[src/rtl/rtlola_sched_pkg.sv]
// Shared definitions for the RTLola evaluation scheduler: slot kinds,
// default widths/periods and the buffered event entry layout.
package rtlola_sched_pkg;

    localparam logic [1:0] KIND_NONE  = 2'b00;
    localparam logic [1:0] KIND_EVENT = 2'b01;
    localparam logic [1:0] KIND_PER   = 2'b10;
    localparam logic [1:0] KIND_BOTH  = 2'b11;

    localparam int DEF_DATA_W = 64;
    localparam int DEF_TS_W   = 64;

    localparam int unsigned DEF_PERIOD_0 = 1000;
    localparam int unsigned DEF_PERIOD_1 = 2000;
    localparam int unsigned DEF_PERIOD_2 = 0;
    localparam int unsigned DEF_PERIOD_3 = 0;

    // Buffered input event; narrower instance widths zero-extend into it.
    typedef struct packed {
        logic [DEF_TS_W-1:0]   ts;
        logic [DEF_DATA_W-1:0] data;
    } evt_t;

endpackage

[src/rtl/rtlola_event_fifo.sv]
// Small synchronous FIFO for timestamped input events. A push into a full
// FIFO is accepted when a pop happens in the same cycle; otherwise it is
// reported on drop.
module rtlola_event_fifo #(
    parameter int W     = 128,
    parameter int DEPTH = 4
) (
    input  logic         clk,
    input  logic         rst,
    input  logic         push,
    input  logic         pop,
    input  logic [W-1:0] din,
    output logic         full,
    output logic         empty,
    output logic [W-1:0] head,
    output logic         drop
);

    localparam int AW = $clog2(DEPTH);

    logic [W-1:0]  mem [DEPTH];
    logic [AW-1:0] wr_ptr;
    logic [AW-1:0] rd_ptr;
    logic [AW:0]   count;
    logic          do_push;
    logic          do_pop;

    assign full    = (count == (AW+1)'(DEPTH));
    assign empty   = (count == '0);
    assign do_pop  = pop && !empty;
    assign do_push = push && (!full || do_pop);
    assign drop    = push && !do_push;
    assign head    = mem[rd_ptr];

    // Storage array; contents are don't-care while empty, so no reset.
    always_ff @(posedge clk) begin
        if (do_push) mem[wr_ptr] <= din;
    end

    // Pointers and occupancy.
    always_ff @(posedge clk) begin
        if (rst) begin
            wr_ptr <= '0;
            rd_ptr <= '0;
            count  <= '0;
        end else begin
            if (do_push) wr_ptr <= wr_ptr + AW'(1);
            if (do_pop)  rd_ptr <= rd_ptr + AW'(1);
            case ({do_push, do_pop})
                2'b10:   count <= count + (AW+1)'(1);
                2'b01:   count <= count - (AW+1)'(1);
                default: count <= count;
            endcase
        end
    end

endmodule

[src/rtl/rtlola_eval_scheduler.sv]
// Front-end for the RTLola monitor pipeline: timestamps input events,
// generates periodic deadlines and issues one ordered slot per cycle.
module rtlola_eval_scheduler
    import rtlola_sched_pkg::*;
#(
    parameter int          DATA_W     = DEF_DATA_W,
    parameter int          TS_W       = DEF_TS_W,
    parameter int          FIFO_DEPTH = 4,
    parameter int          NUM_PER    = 2,
    parameter int unsigned PERIOD_0   = DEF_PERIOD_0,
    parameter int unsigned PERIOD_1   = DEF_PERIOD_1,
    parameter int unsigned PERIOD_2   = DEF_PERIOD_2,
    parameter int unsigned PERIOD_3   = DEF_PERIOD_3
) (
    input  logic              clk,
    input  logic              rst,
    input  logic              en,
    input  logic [DATA_W-1:0] input_0,
    input  logic              new_input_0,
    input  logic              pipe_ready,
    output logic              issue_valid,
    output logic [1:0]        issue_kind,
    output logic [TS_W-1:0]   issue_ts,
    output logic [DATA_W-1:0] issue_data,
    output logic [3:0]        issue_mask,
    output logic              fifo_overflow,
    output logic              deadline_overrun
);

    localparam int unsigned PER_ARR [4] = '{PERIOD_0, PERIOD_1, PERIOD_2, PERIOD_3};

    logic [TS_W-1:0] ts;
    logic [TS_W-1:0] ts_next;
    logic [3:0]      fire_mask;

    logic            pend_vld;
    logic [TS_W-1:0] pend_ts;
    logic [3:0]      pend_mask;

    evt_t            push_e;
    evt_t            head_e;
    logic            fifo_full;
    logic            fifo_empty;
    logic            fifo_drop;
    logic [TS_W-1:0] head_ts;

    logic [1:0]      sel;
    logic            issue_now;
    logic            pop_evt;
    logic            pop_per;

    assign ts_next = ts + TS_W'(1);

    // Free-running time base, advancing only on enabled cycles.
    always_ff @(posedge clk) begin
        if (rst)     ts <= '0;
        else if (en) ts <= ts_next;
    end

    // One down-counter per periodic stream; reaching 0 fires the deadline
    // that belongs to the next timestamp.
    for (genvar k = 0; k < 4; k++) begin : g_per
        if (k < NUM_PER) begin : g_on
            localparam logic [31:0] RELOAD = 32'(PER_ARR[k] - 1);
            logic [31:0] cnt;

            // Period counter with reload on expiry.
            always_ff @(posedge clk) begin
                if (rst)              cnt <= RELOAD;
                else if (en) begin
                    if (cnt == '0)    cnt <= RELOAD;
                    else              cnt <= cnt - 32'd1;
                end
            end

            assign fire_mask[k] = en && (cnt == '0);
        end else begin : g_off
            assign fire_mask[k] = 1'b0;
        end
    end

    assign push_e.ts   = DEF_TS_W'(ts);
    assign push_e.data = DEF_DATA_W'(input_0);
    assign head_ts     = head_e.ts[TS_W-1:0];

    rtlola_event_fifo #(
        .W     ($bits(evt_t)),
        .DEPTH (FIFO_DEPTH)
    ) u_fifo (
        .clk   (clk),
        .rst   (rst),
        .push  (en && new_input_0),
        .pop   (pop_evt),
        .din   (push_e),
        .full  (fifo_full),
        .empty (fifo_empty),
        .head  (head_e),
        .drop  (fifo_drop)
    );

    // Arbiter: oldest timestamp wins, equal timestamps share one slot.
    always_comb begin
        sel = KIND_NONE;
        if (pend_vld && !fifo_empty) begin
            if (pend_ts < head_ts)      sel = KIND_PER;
            else if (head_ts < pend_ts) sel = KIND_EVENT;
            else                        sel = KIND_BOTH;
        end else if (pend_vld) begin
            sel = KIND_PER;
        end else if (!fifo_empty) begin
            sel = KIND_EVENT;
        end
    end

    assign issue_now = en && pipe_ready && (sel != KIND_NONE);
    assign pop_evt   = issue_now && sel[0];
    assign pop_per   = issue_now && sel[1];

    // Single pending deadline entry. Fires landing on a still-unissued
    // entry of another timestamp are folded in and flagged as overrun.
    always_ff @(posedge clk) begin
        if (rst) begin
            pend_vld         <= 1'b0;
            pend_ts          <= '0;
            pend_mask        <= '0;
            deadline_overrun <= 1'b0;
        end else if (en) begin
            if (fire_mask != '0) begin
                if (pend_vld && !pop_per) begin
                    pend_mask <= pend_mask | fire_mask;
                    if (pend_ts != ts_next) deadline_overrun <= 1'b1;
                end else begin
                    pend_vld  <= 1'b1;
                    pend_ts   <= ts_next;
                    pend_mask <= fire_mask;
                end
            end else if (pop_per) begin
                pend_vld  <= 1'b0;
                pend_mask <= '0;
            end
        end
    end

    // Sticky record of events lost to a full FIFO.
    always_ff @(posedge clk) begin
        if (rst)            fifo_overflow <= 1'b0;
        else if (fifo_drop) fifo_overflow <= 1'b1;
    end

    // Registered slot outputs; fields hold between issues, valid pulses.
    always_ff @(posedge clk) begin
        if (rst) begin
            issue_valid <= 1'b0;
            issue_kind  <= '0;
            issue_ts    <= '0;
            issue_data  <= '0;
            issue_mask  <= '0;
        end else begin
            issue_valid <= issue_now;
            if (issue_now) begin
                issue_kind <= sel;
                issue_ts   <= sel[1] ? pend_ts : head_ts;
                issue_data <= sel[0] ? head_e.data[DATA_W-1:0] : '0;
                issue_mask <= sel[1] ? pend_mask : '0;
            end
        end
    end

endmodule

[config.mk]
export PLATFORM = sky130hd
export DESIGN_NAME = rtlola_eval_scheduler
export DESIGN_NICKNAME = d
export VERILOG_FILES = /design/src/rtl/rtlola_sched_pkg.sv /design/src/rtl/rtlola_event_fifo.sv /design/src/rtl/rtlola_eval_scheduler.sv
export SDC_FILE = /design/constraint.sdc
export NUM_CORES = 1
export LEC_CHECK = 0
export CORE_UTILIZATION = 60
export CTS_CLUSTER_DIAMETER = 80
export DETAILED_ROUTE_END_ITERATION = 8
export PLACE_DENSITY = 0.8
export SLEW_MARGIN = 20
export SYNTH_ARGS = -nofsm -noshare
export SYNTH_HDL_FRONTEND = slang
export SYNTH_SLANG_ARGS = --single-unit
[constraint.sdc]
create_clock -name clk -period 22.6 [get_ports clk]
set_input_delay 4.52 -clock clk [delete_from_list [all_inputs] [get_ports clk]]
set_output_delay 4.52 -clock clk [all_outputs]
set_load 0.02 [all_outputs]
==> flow_summary.toml, run 1 <==
[power_and_ir_drop]
p_int_mw = 2.67
finalPower_mw = 3.51
switchingPower_uw = 844
cellPowerDensity_mw_per_mm2 = 83.5
swShare = 0.240
p_leak_nw = 13.5
p_seq_frac = 0.492
pwr-share-comb = 0.106
irDropWorstVdd_mv = 0.0741
clockPowerShare = 0.402

[worst_setup_path]
cp.required_ns = 22.86
rrSetupSlack_ns = 15.20
rr_worst_depth = 13
crit_arrival_ns = 8.73
cp-end-kind = "flip-flop"
endpoint = "u_fifo.mem[3][96]$_DFFE_PP_"
critPathKind = "in -> reg"
r2r_end = "u_fifo.mem[3][96]$_DFFE_PP_"
start_kind = "primary input"
timing.critical_path.fanout_max = 80
cp-startpoint = "en"

[layout]
nets = 3271
regArea_mm2 = 0.0222
area_growth_pct = 14.8
multiInputGateArea_mm2 = 0.0135
final_area_mm2 = 0.0421
fillers = 4091
fin_cells = 3983
layout-drive-gt1-share = 0.101
final_util = 0.698

[global_routing]
grt_pass1_wl_um = 144000
grt_usage = 0.297
grt_pass1_vias = 25200
antenna_found_initial = 0
grt_start_max_net_pins = 129
grt-ovfl-total = 0

[die]
die_x_um = 249
core_mm2 = 0.0604
rows = 90
die_area_mm2 = 0.0621
io_pins = 206
die_y_um = 249
start_util = 0.608

[timing]
grt_setup_unrepaired = "false"
finalCriticalPeriod_ns = 8.48
period_share = 0.375
whs_ns = 0.451
max_freq_ghz = 0.118
slew_viol_final = 0
finalHoldViolCount = 0
max_slew_margin = 0.271
timing.final.ws_setup_ns = 14.12
fin_skew_ns = 0.0218
worst_pin_slew_ns = 1.08
final-setup-viol-count = 0
finalSetupTns_ns = 0

[synth]
synth.avg_cell_area_um2 = 12.3
synth_cells = 2991
async_flop_share = 0
ys_types = 82
yosys.cell_count.top_type = "edfxtp_1"
synth_top_cell_area_share = 0.419
synth-edff-count = 512
synth_top_area_cell = "edfxtp_1"
synth-main-ff-cell = "edfxtp_1"
ys_seq_area_frac = 0.604
synth.cell_area_mm2 = 0.0367
ys_seq_elements = 851
netlist_top_cells_area = "edfxtp_1 (42%), dfxtp_1 (19%), mux4_2 (7.9%)"
synthTopCellsByCount = "edfxtp_1 (512), nor2_1 (416), dfxtp_1 (339)"
ys_warn_count = 0

[placed_design]
dp.final_hpwl_um = 59500
dp_cells = 3821
port_buffers = 203
dpl_cell_area_mm2 = 0.0393
pre_cts_ws_ns = 13.24
gp_congestion = 0.968

[route]
via_per_inst = 6.29
vias = 25000
wl_um = 92700
drtIter0Drc = 2208
drcViolationCount = 0
dr.pass1.iters = 5
ant_nets = 0
drt-wirelength-per-cell_um = 23.3

[clocking]
numCtsBuffers = 85
post_cts_buffers = 0
hold_buffers = 0
cts_tree = "done"
htree_levels = 3
clock_latency_ns = 0.64
cts.clk_slew.worst_paths_ns = 0.06
cts_resized = 0
cts.sinks = 851
clk_path_buf_depth = 3
cts_root_buffer = "clkbuf_16"

[worst_hold_path]
hold_path_class = "reg -> reg"

[run]
cap_violations = 0

[outcome]
status = "finished clean"
cell type report:
cell class,count,area share
Clock inverter,38,0.00969
Sequential cell,851,0.526
Tap cell,782,0.0232
Timing Repair Buffer,232,0.0547
Antenna cell,2,0.000119
Clock buffer,120,0.0568
Inverter,90,0.00802
Multi-Input combinational cell,1868,0.321
layout by cell type, fill, tap and decap left out, drive strengths merged, types with 11 or more instances in the layout:
| cell | count |
|---|---|
| mux4 | 128 |
| clkbuf | 120 |
| nor4 | 54 |
| xnor2 | 139 |
| a21o | 11 |
| nor2 | 417 |
| or3 | 29 |
| clkdlybuf4s50 | 201 |
| ha | 73 |
| nand4 | 74 |
| o21ai | 41 |
| clkinv | 22 |
| xor2 | 69 |
| nand3 | 68 |
| nor2b | 20 |
| a211oi | 69 |
| and3 | 19 |
| nor3 | 53 |
| a21oi | 168 |
| and4 | 13 |
| inv | 97 |
| dfxtp | 339 |
| and2 | 11 |
| edfxtp | 512 |
| a22oi | 66 |
| nand2 | 216 |
| buf | 31 |
per-layer routing:
metal  up-vias  share of wire  global-route usage
met5         -              0                   0
met4         0          0.029               0.105
met3       171          0.076              0.0561
met2      1025           0.50               0.503
met1     12500           0.40               0.384
li1      11300              -                   -
worst min-delay path by stage:
stage	slack [ns]	endpoint	depth (start not counted)	startpoint
2_1_floorplan	0.43	pend_ts[11]$_SDFFE_PP0P_	2	pend_ts[11]$_SDFFE_PP0P_
3_3_place_gp	0.44	pend_ts[22]$_SDFFE_PP0P_	2	pend_ts[22]$_SDFFE_PP0P_
3_5_place_dp	0.45	pend_ts[63]$_SDFFE_PP0P_	2	pend_ts[63]$_SDFFE_PP0P_
4_1_cts	0.45	pend_ts[63]$_SDFFE_PP0P_	2	pend_ts[63]$_SDFFE_PP0P_
5_1_grt	0.49	pend_ts[11]$_SDFFE_PP0P_	2	pend_ts[11]$_SDFFE_PP0P_
6_report	0.45	pend_ts[63]$_SDFFE_PP0P_	2	pend_ts[63]$_SDFFE_PP0P_
sequential cells by signal, summed over array words and instances (netlist names), named ones only:
signal            cells
g_per.g_on.cnt       64
u_fifo.count          3
u_fifo.wr_ptr         2
u_fifo.mem          512
pend_mask             2
u_fifo.rd_ptr         2
issue_mask            2
issue_kind            2
pend_ts              64
pend_vld              1
deadline_overrun      1
ts                   64
fifo_overflow         1
issue_data           64
issue_valid           1
issue_ts             64
cells by family after synthesis:
family                   Yosys count  synth area share
AND/OR/NAND/NOR                 1009             0.130
flip-flops                       851             0.604
AO/OA/AOI/OAI                    434            0.0768
buffers and inverters            273            0.0298
XOR/XNOR                         215            0.0540
multiplexers                     134            0.0802
adder cells (fa/ha/maj)           74            0.0254
other                              1          0.000102
critical path, stage by stage:
cell and delay, ns:
buf_2 0.08, buf_4 0.48, nand2_1 0.28, or3_1 0.49, o21ai_4 0.13, buf_4 0.72
o21ba_2 0.38, and2_4 0.67, buf_6 0.76
power by group through the flow:
stage	Clock [mW]	Combinational, mW	Sequential (mW)
6_report	1.41	0.372	1.73
5_1_grt	1.49	0.402	1.73
4_1_cts	1.43	0.373	1.73
3_5_place_dp	0	0.369	1.76
3_3_place_gp	0	0.355	1.76
2_1_floorplan	0	0.216	1.78
(Power assumes the default switching activity.)
==> run 2: changes to the inputs <==
--- a/config.mk
+++ b/config.mk
@@ -5,10 +5,10 @@
 export SDC_FILE = /design/constraint.sdc
 export NUM_CORES = 1
 export LEC_CHECK = 0
-export CORE_UTILIZATION = 60
+export CORE_UTILIZATION = 54
 export CTS_CLUSTER_DIAMETER = 80
 export DETAILED_ROUTE_END_ITERATION = 8
-export PLACE_DENSITY = 0.8
+export PLACE_DENSITY = 0.76
 export SLEW_MARGIN = 20
 export SYNTH_ARGS = -nofsm -noshare
 export SYNTH_HDL_FRONTEND = slang
==> constraint.sdc (replaced) <==
create_clock -name clk -period 6.8 [get_ports clk]
set_input_delay 1.36 -clock clk [delete_from_list [all_inputs] [get_ports clk]]
set_output_delay 1.36 -clock clk [all_outputs]
set_load 0.02 [all_outputs]
==> flow_summary.toml, run 2 (synthesis gave the netlist of run 1 again) <==
[worst_setup_path]
timing.critical_path.fanout_max = 73
r2r_end = "u_fifo.count[2]$_SDFFE_PP0P_"
cp.required_ns = 7.30
critPathMaxStageDelay_ns = 0.85
path_cells = "buf_12 -> mux4_2 -> ha_1 -> nand3_1 -> nor4_1 -> buf_4 -> nand3_1 -> o31ai_1 -> nand2_1 -> o21ai_4 -> buf_4 -> and2_1 -> inv_1 -> fa_1 -> and3_1 -> nor3_1 -> nor3_1"
crit_arrival_ns = 6.30
start_kind = "flip-flop"
critPathKind = "reg -> reg"
critPathSlowestCell = "dfxtp_4"
rr_worst_depth = 17
crit_buf_inv = 4
rrSetupSlack_ns = 1.01
cp-end-kind = "flip-flop"
crit_family = "simple AND/OR/NAND/NOR gates"

[power_and_ir_drop]
irDropWorstVdd_mv = 0.255
p_leak_nw = 13.7
cellPowerDensity_mw_per_mm2 = 284

[clocking]
htree_levels = 3
cts_root_buffer = "clkbuf_16"
cts_resized = 0
hold_buffers = 0
cts.clk_slew.worst_paths_ns = 0.06
numCtsBuffers = 88
post_cts_buffers = 0
cts_tree = "done"
clk_path_buf_depth = 3
cts.sinks = 851
clock_latency_ns = 0.65

[die]
rows = 95
core_mm2 = 0.0672
die_area_mm2 = 0.0690
die_x_um = 263
io_pins = 206
start_util = 0.546
die_y_um = 263

[timing]
finalHoldViolCount = 0
max_freq_ghz = 0.173
finalCriticalPeriod_ns = 5.79
worst_pin_slew_ns = 1.11
max_slew_margin = 0.250
final-setup-viol-count = 0
period_share = 0.852
slew_viol_final = 0
grt_setup_unrepaired = "false"
finalSetupTns_ns = 0
fin_skew_ns = 0.0350
whs_ns = 0.450

[placed_design]
port_buffers = 203
gp_congestion = 0.969
dp.final_hpwl_um = 61300

[global_routing]
grt_use_met3 = 0.0477
busiest_layer = "met2"
grtUsageMet2 = 0.453
grt_start_max_net_pins = 143
met1_usage = 0.356
grt_pass1_wl_um = 145000
grt-ovfl-total = 0
grt_pass1_vias = 25000
grt_usage = 0.271
antenna_found_initial = 1

[run]
cap_violations = 0

[route]
drt-wirelength-per-cell_um = 22.7
vias = 24800
wl_um = 92900
dr.pass1.iters = 6
drcViolationCount = 0
via_per_inst = 6.06
drtIter0Drc = 2031
ant_nets = 0

[worst_hold_path]
min-delay-start = "pend_ts[22]$_SDFFE_PP0P_"
whs_path_depth = 2
min_to = "pend_ts[22]$_SDFFE_PP0P_"
hold_path_class = "reg -> reg"

[layout]
top_register = "u_fifo.mem"
layout-drive-gt1-share = 0.110
n_antenna_cell = 0
final_common_cell = "edfxtp_1"
area_growth_pct = 16.5
fillers = 4822
layout_common_cells = "edfxtp_1 (512), nor2_1 (416), dfxtp_1 (337)"
largest_reg_flops = 512
nets = 3287

[outcome]
status = "finished clean"
-- run 2: changes by cell type in the layout (fill, tap and decap cells not counted), sizes merged, moves of 3 or more --
cell / before / now
bufinv: 5 / 13
clkinvlp: 4 / 7
clkbuf: 120 / 108
clkinv: 22 / 33
buf: 31 / 44
inv: 97 / 92
-- run 2: final cells by class --
type | instances | area, µm² | share of cell area
sequential | 851 | 22200 | 0.519
multi-input combinational | 1868 | 13500 | 0.316
clock buffer | 108 | 2450 | 0.0574
timing repair buffer | 245 | 2450 | 0.0573
tap | 873 | 1090 | 0.0256
clock inverter | 55 | 721 | 0.0169
inverter | 90 | 338 | 0.00790
-- run 2: routing by layer --
metal	wire, µm	part of all wire	vias up
li1	-	-	11400
met1	38100	0.41	12400
met2	45700	0.49	906
met3	6290	0.068	172
met4	2740	0.029	2
met5	12	0.00013	-
-- run 2: worst max path at each step --
stage                    from                           end  cells past startpoint
floorplan           flip-flop    u_fifo.mem[0][0]$_DFFE_PP_                     13
global placement    flip-flop  u_fifo.count[2]$_SDFFE_PP0P_                     17
detailed placement  flip-flop  u_fifo.count[2]$_SDFFE_PP0P_                     17
CTS                 flip-flop  u_fifo.count[2]$_SDFFE_PP0P_                     17
global route        flip-flop  u_fifo.count[2]$_SDFFE_PP0P_                     17
finish              flip-flop  u_fifo.count[2]$_SDFFE_PP0P_                     17
-- run 2: stage by stage --
step                 util  worst slack [ns]  cells  cell area [µm²]  total power, mW
floorplan               -              1.07   2992            36700             6.62
global placement    0.589              1.05   3927            39600             7.05
detailed placement  0.589              1.02   3927            39600             7.09
CTS                 0.636             0.966   4090            42700             12.2
global route        0.636             0.665   4090            42700             12.5
finish              0.636              1.01   4090            42700             12.1
-- run 2: power breakdown --
| part | switching (mW) | leakage (nW) | internal (mW) |
|---|---|---|---|
| clock | 2.08 | 1.54 | 3.09 |
| combinational | 0.666 | 4.77 | 0.575 |
| sequential | 0.111 | 7.41 | 5.63 |
-- run 2: worst reg2reg max path, cell delays in order (launching register included) --
cell,delay [ns]
dfxtp_4,0.85
buf_12,0.33
mux4_2,0.57
ha_1,0.32
nand3_1,0.15
nor4_1,0.47
buf_4,0.23
nand3_1,0.12
o31ai_1,0.39
nand2_1,0.16
o21ai_4,0.11
buf_4,0.73
and2_1,0.28
inv_1,0.05
fa_1,0.40
and3_1,0.18
nor3_1,0.22
nor3_1,0.07
==> run 3: changes to the inputs <==
--- a/config.mk
+++ b/config.mk
@@ -5,10 +5,12 @@
 export SDC_FILE = /design/constraint.sdc
 export NUM_CORES = 1
 export LEC_CHECK = 0
-export CORE_UTILIZATION = 54
+export CORE_UTILIZATION = 57
 export CTS_CLUSTER_DIAMETER = 80
+export CTS_CLUSTER_SIZE = 14
 export DETAILED_ROUTE_END_ITERATION = 8
-export PLACE_DENSITY = 0.76
+export DONT_BUFFER_PORTS = 1
+export PLACE_DENSITY = 0.75
 export SLEW_MARGIN = 20
 export SYNTH_ARGS = -nofsm -noshare
 export SYNTH_HDL_FRONTEND = slang
==> flow_summary.toml, run 3 (synthesis gave the netlist of run 1 again) <==
[outcome]
status = "finished clean"

[clocking]
cts_root_buffer = "clkbuf_16"
cts.clk_slew.worst_paths_ns = 0.07
post_cts_buffers = 0
cts.sinks = 851
cts_resized = 0
cts_tree = "done"
clk_path_buf_depth = 3
numCtsBuffers = 71
clock_latency_ns = 0.65
htree_levels = 3
hold_buffers = 0

[route]
drcViolationCount = 0
vias = 23600
drt-wirelength-per-cell_um = 23.2
via_per_inst = 6.19
wl_um = 88400
drtIter0Drc = 2178
ant_nets = 0
dr.pass1.iters = 5

[die]
die_area_mm2 = 0.0654
io_pins = 206
die_y_um = 256
start_util = 0.579
die_x_um = 256
core_mm2 = 0.0633
rows = 92

[timing]
period_share = 0.855
grt_setup_unrepaired = "false"
final-setup-viol-count = 0
max_freq_ghz = 0.172
timing.final.ws_setup_ns = 0.987
worst_pin_slew_ns = 1.12
fin_skew_ns = 0.0374
finalHoldViolCount = 0
max_slew_margin = 0.248
slew_viol_final = 0
finalSetupTns_ns = 0
finalCriticalPeriod_ns = 5.81

[layout]
regArea_mm2 = 0.0222
multiInputGateArea_mm2 = 0.0135
largest_reg_flops = 512
final_common_cell = "edfxtp_1"
layout_common_cells = "edfxtp_1 (512), nor2_1 (416), dfxtp_1 (337)"
layout-drive-gt1-share = 0.0926
nets = 3057
top_register = "u_fifo.mem"
fillers = 4676
area_growth_pct = 7.88

[worst_hold_path]
whs_path_depth = 2
hold_path_class = "reg -> reg"

[worst_setup_path]
start_kind = "flip-flop"
critPathMaxStageDelay_ns = 0.72
critPathSlowestCell = "a2111oi_1"
path_cells = "buf_12 -> mux4_2 -> ha_1 -> a21oi_1 -> o21ai_0 -> o21bai_1 -> a2111oi_1 -> buf_4 -> o2bb2ai_1 -> o21ai_4 -> buf_4 -> and2_1 -> inv_1 -> fa_1 -> nor4_1 -> o21a_1 -> nor3_1"
crit_arrival_ns = 6.32
timing.critical_path.fanout_max = 73
cp_common_cell = "buf_4"
cp-end-kind = "flip-flop"
rr_worst_depth = 17
cp.required_ns = 7.31
critPathKind = "reg -> reg"

[global_routing]
grt_pass1_vias = 23600
grt_use_met3 = 0.0685
grt_usage = 0.270
grtUsageMet2 = 0.447
busiest_layer = "met2"
grt_pass1_wl_um = 138000
antenna_found_initial = 0
met1_usage = 0.351
grt-ovfl-total = 0
grt_start_max_net_pins = 279

[placed_design]
pre_cts_ws_ns = 1.03
dp.final_hpwl_um = 58200
gp_congestion = 0.951
port_buffers = 0

[run]
cap_violations = 0

[power_and_ir_drop]
p_leak_nw = 12.4
irDropWorstVdd_mv = 0.273
cellPowerDensity_mw_per_mm2 = 267
[run 3: changes by cell type in the layout (fill, tap and decap cells not counted), sizes merged]
cell           before  now
clkdlybuf4s50     201    0
inv                92   91
clkbuf            108  122
bufinv             13    0
buf                44   32
clkinvlp            7    2
clkinv             33    5
diode               0    1
[run 3: stage by stage]
stage | total power [mW] | std cells | area (µm²) | util | hold WS [ns]
floorplan | 6.62 | 2992 | 36700 | - | 0.432
global placement | 6.81 | 3685 | 37400 | 0.591 | 0.438
detailed placement | 6.85 | 3686 | 37400 | 0.591 | 0.441
CTS | 10.7 | 3816 | 39500 | 0.625 | 0.453
global route | 10.9 | 3817 | 39600 | 0.625 | 0.473
finish | 10.6 | 3818 | 39600 | 0.625 | 0.453
[run 3: layer usage]
metal  up-vias  wire (µm)
met5         -          0
met4         0       2530
met3       171       7280
met2       868      42900
met1     11700      35700
li1      10900          -
[run 3: layout make-up]
cell class                 instances  share of cell area
sequential                       851               0.560
multi-input combinational       1868               0.342
clock buffer                     122              0.0503
tap                              846              0.0267
timing repair buffer              32             0.00930
inverter                          90             0.00854
clock inverter                     8             0.00291
antenna                            1           0.0000632
[run 3: worst paths after layout]
kind / from / end / slack, ns
worst max register to register: flip-flop / u_fifo.count[2]$_SDFFE_PP0P_ / 0.99
worst max-delay path: flip-flop / u_fifo.count[2]$_SDFFE_PP0P_ / 0.99
worst min register to register: pend_ts[36]$_SDFFE_PP0P_ / pend_ts[36]$_SDFFE_PP0P_ / 0.45
worst min-delay path: pend_ts[36]$_SDFFE_PP0P_ / pend_ts[36]$_SDFFE_PP0P_ / 0.45
[run 3: worst max-delay path: cells and delay by family (launching register included)]
kind | cells | cell delay [ns]
AO/OA/AOI/OAI | 7 | 1.83
buffers and inverters | 4 | 1.29
adder cells (fa/ha/maj) | 2 | 0.72
flip-flops | 1 | 0.60
AND/OR/NAND/NOR | 3 | 0.59
multiplexers | 1 | 0.57
[run 3: where the power goes]
group          total [mW]  switching (mW)  internal, mW
sequential           5.84           0.215          5.63
combinational       0.888           0.483         0.404
clock                3.85            1.84          2.01
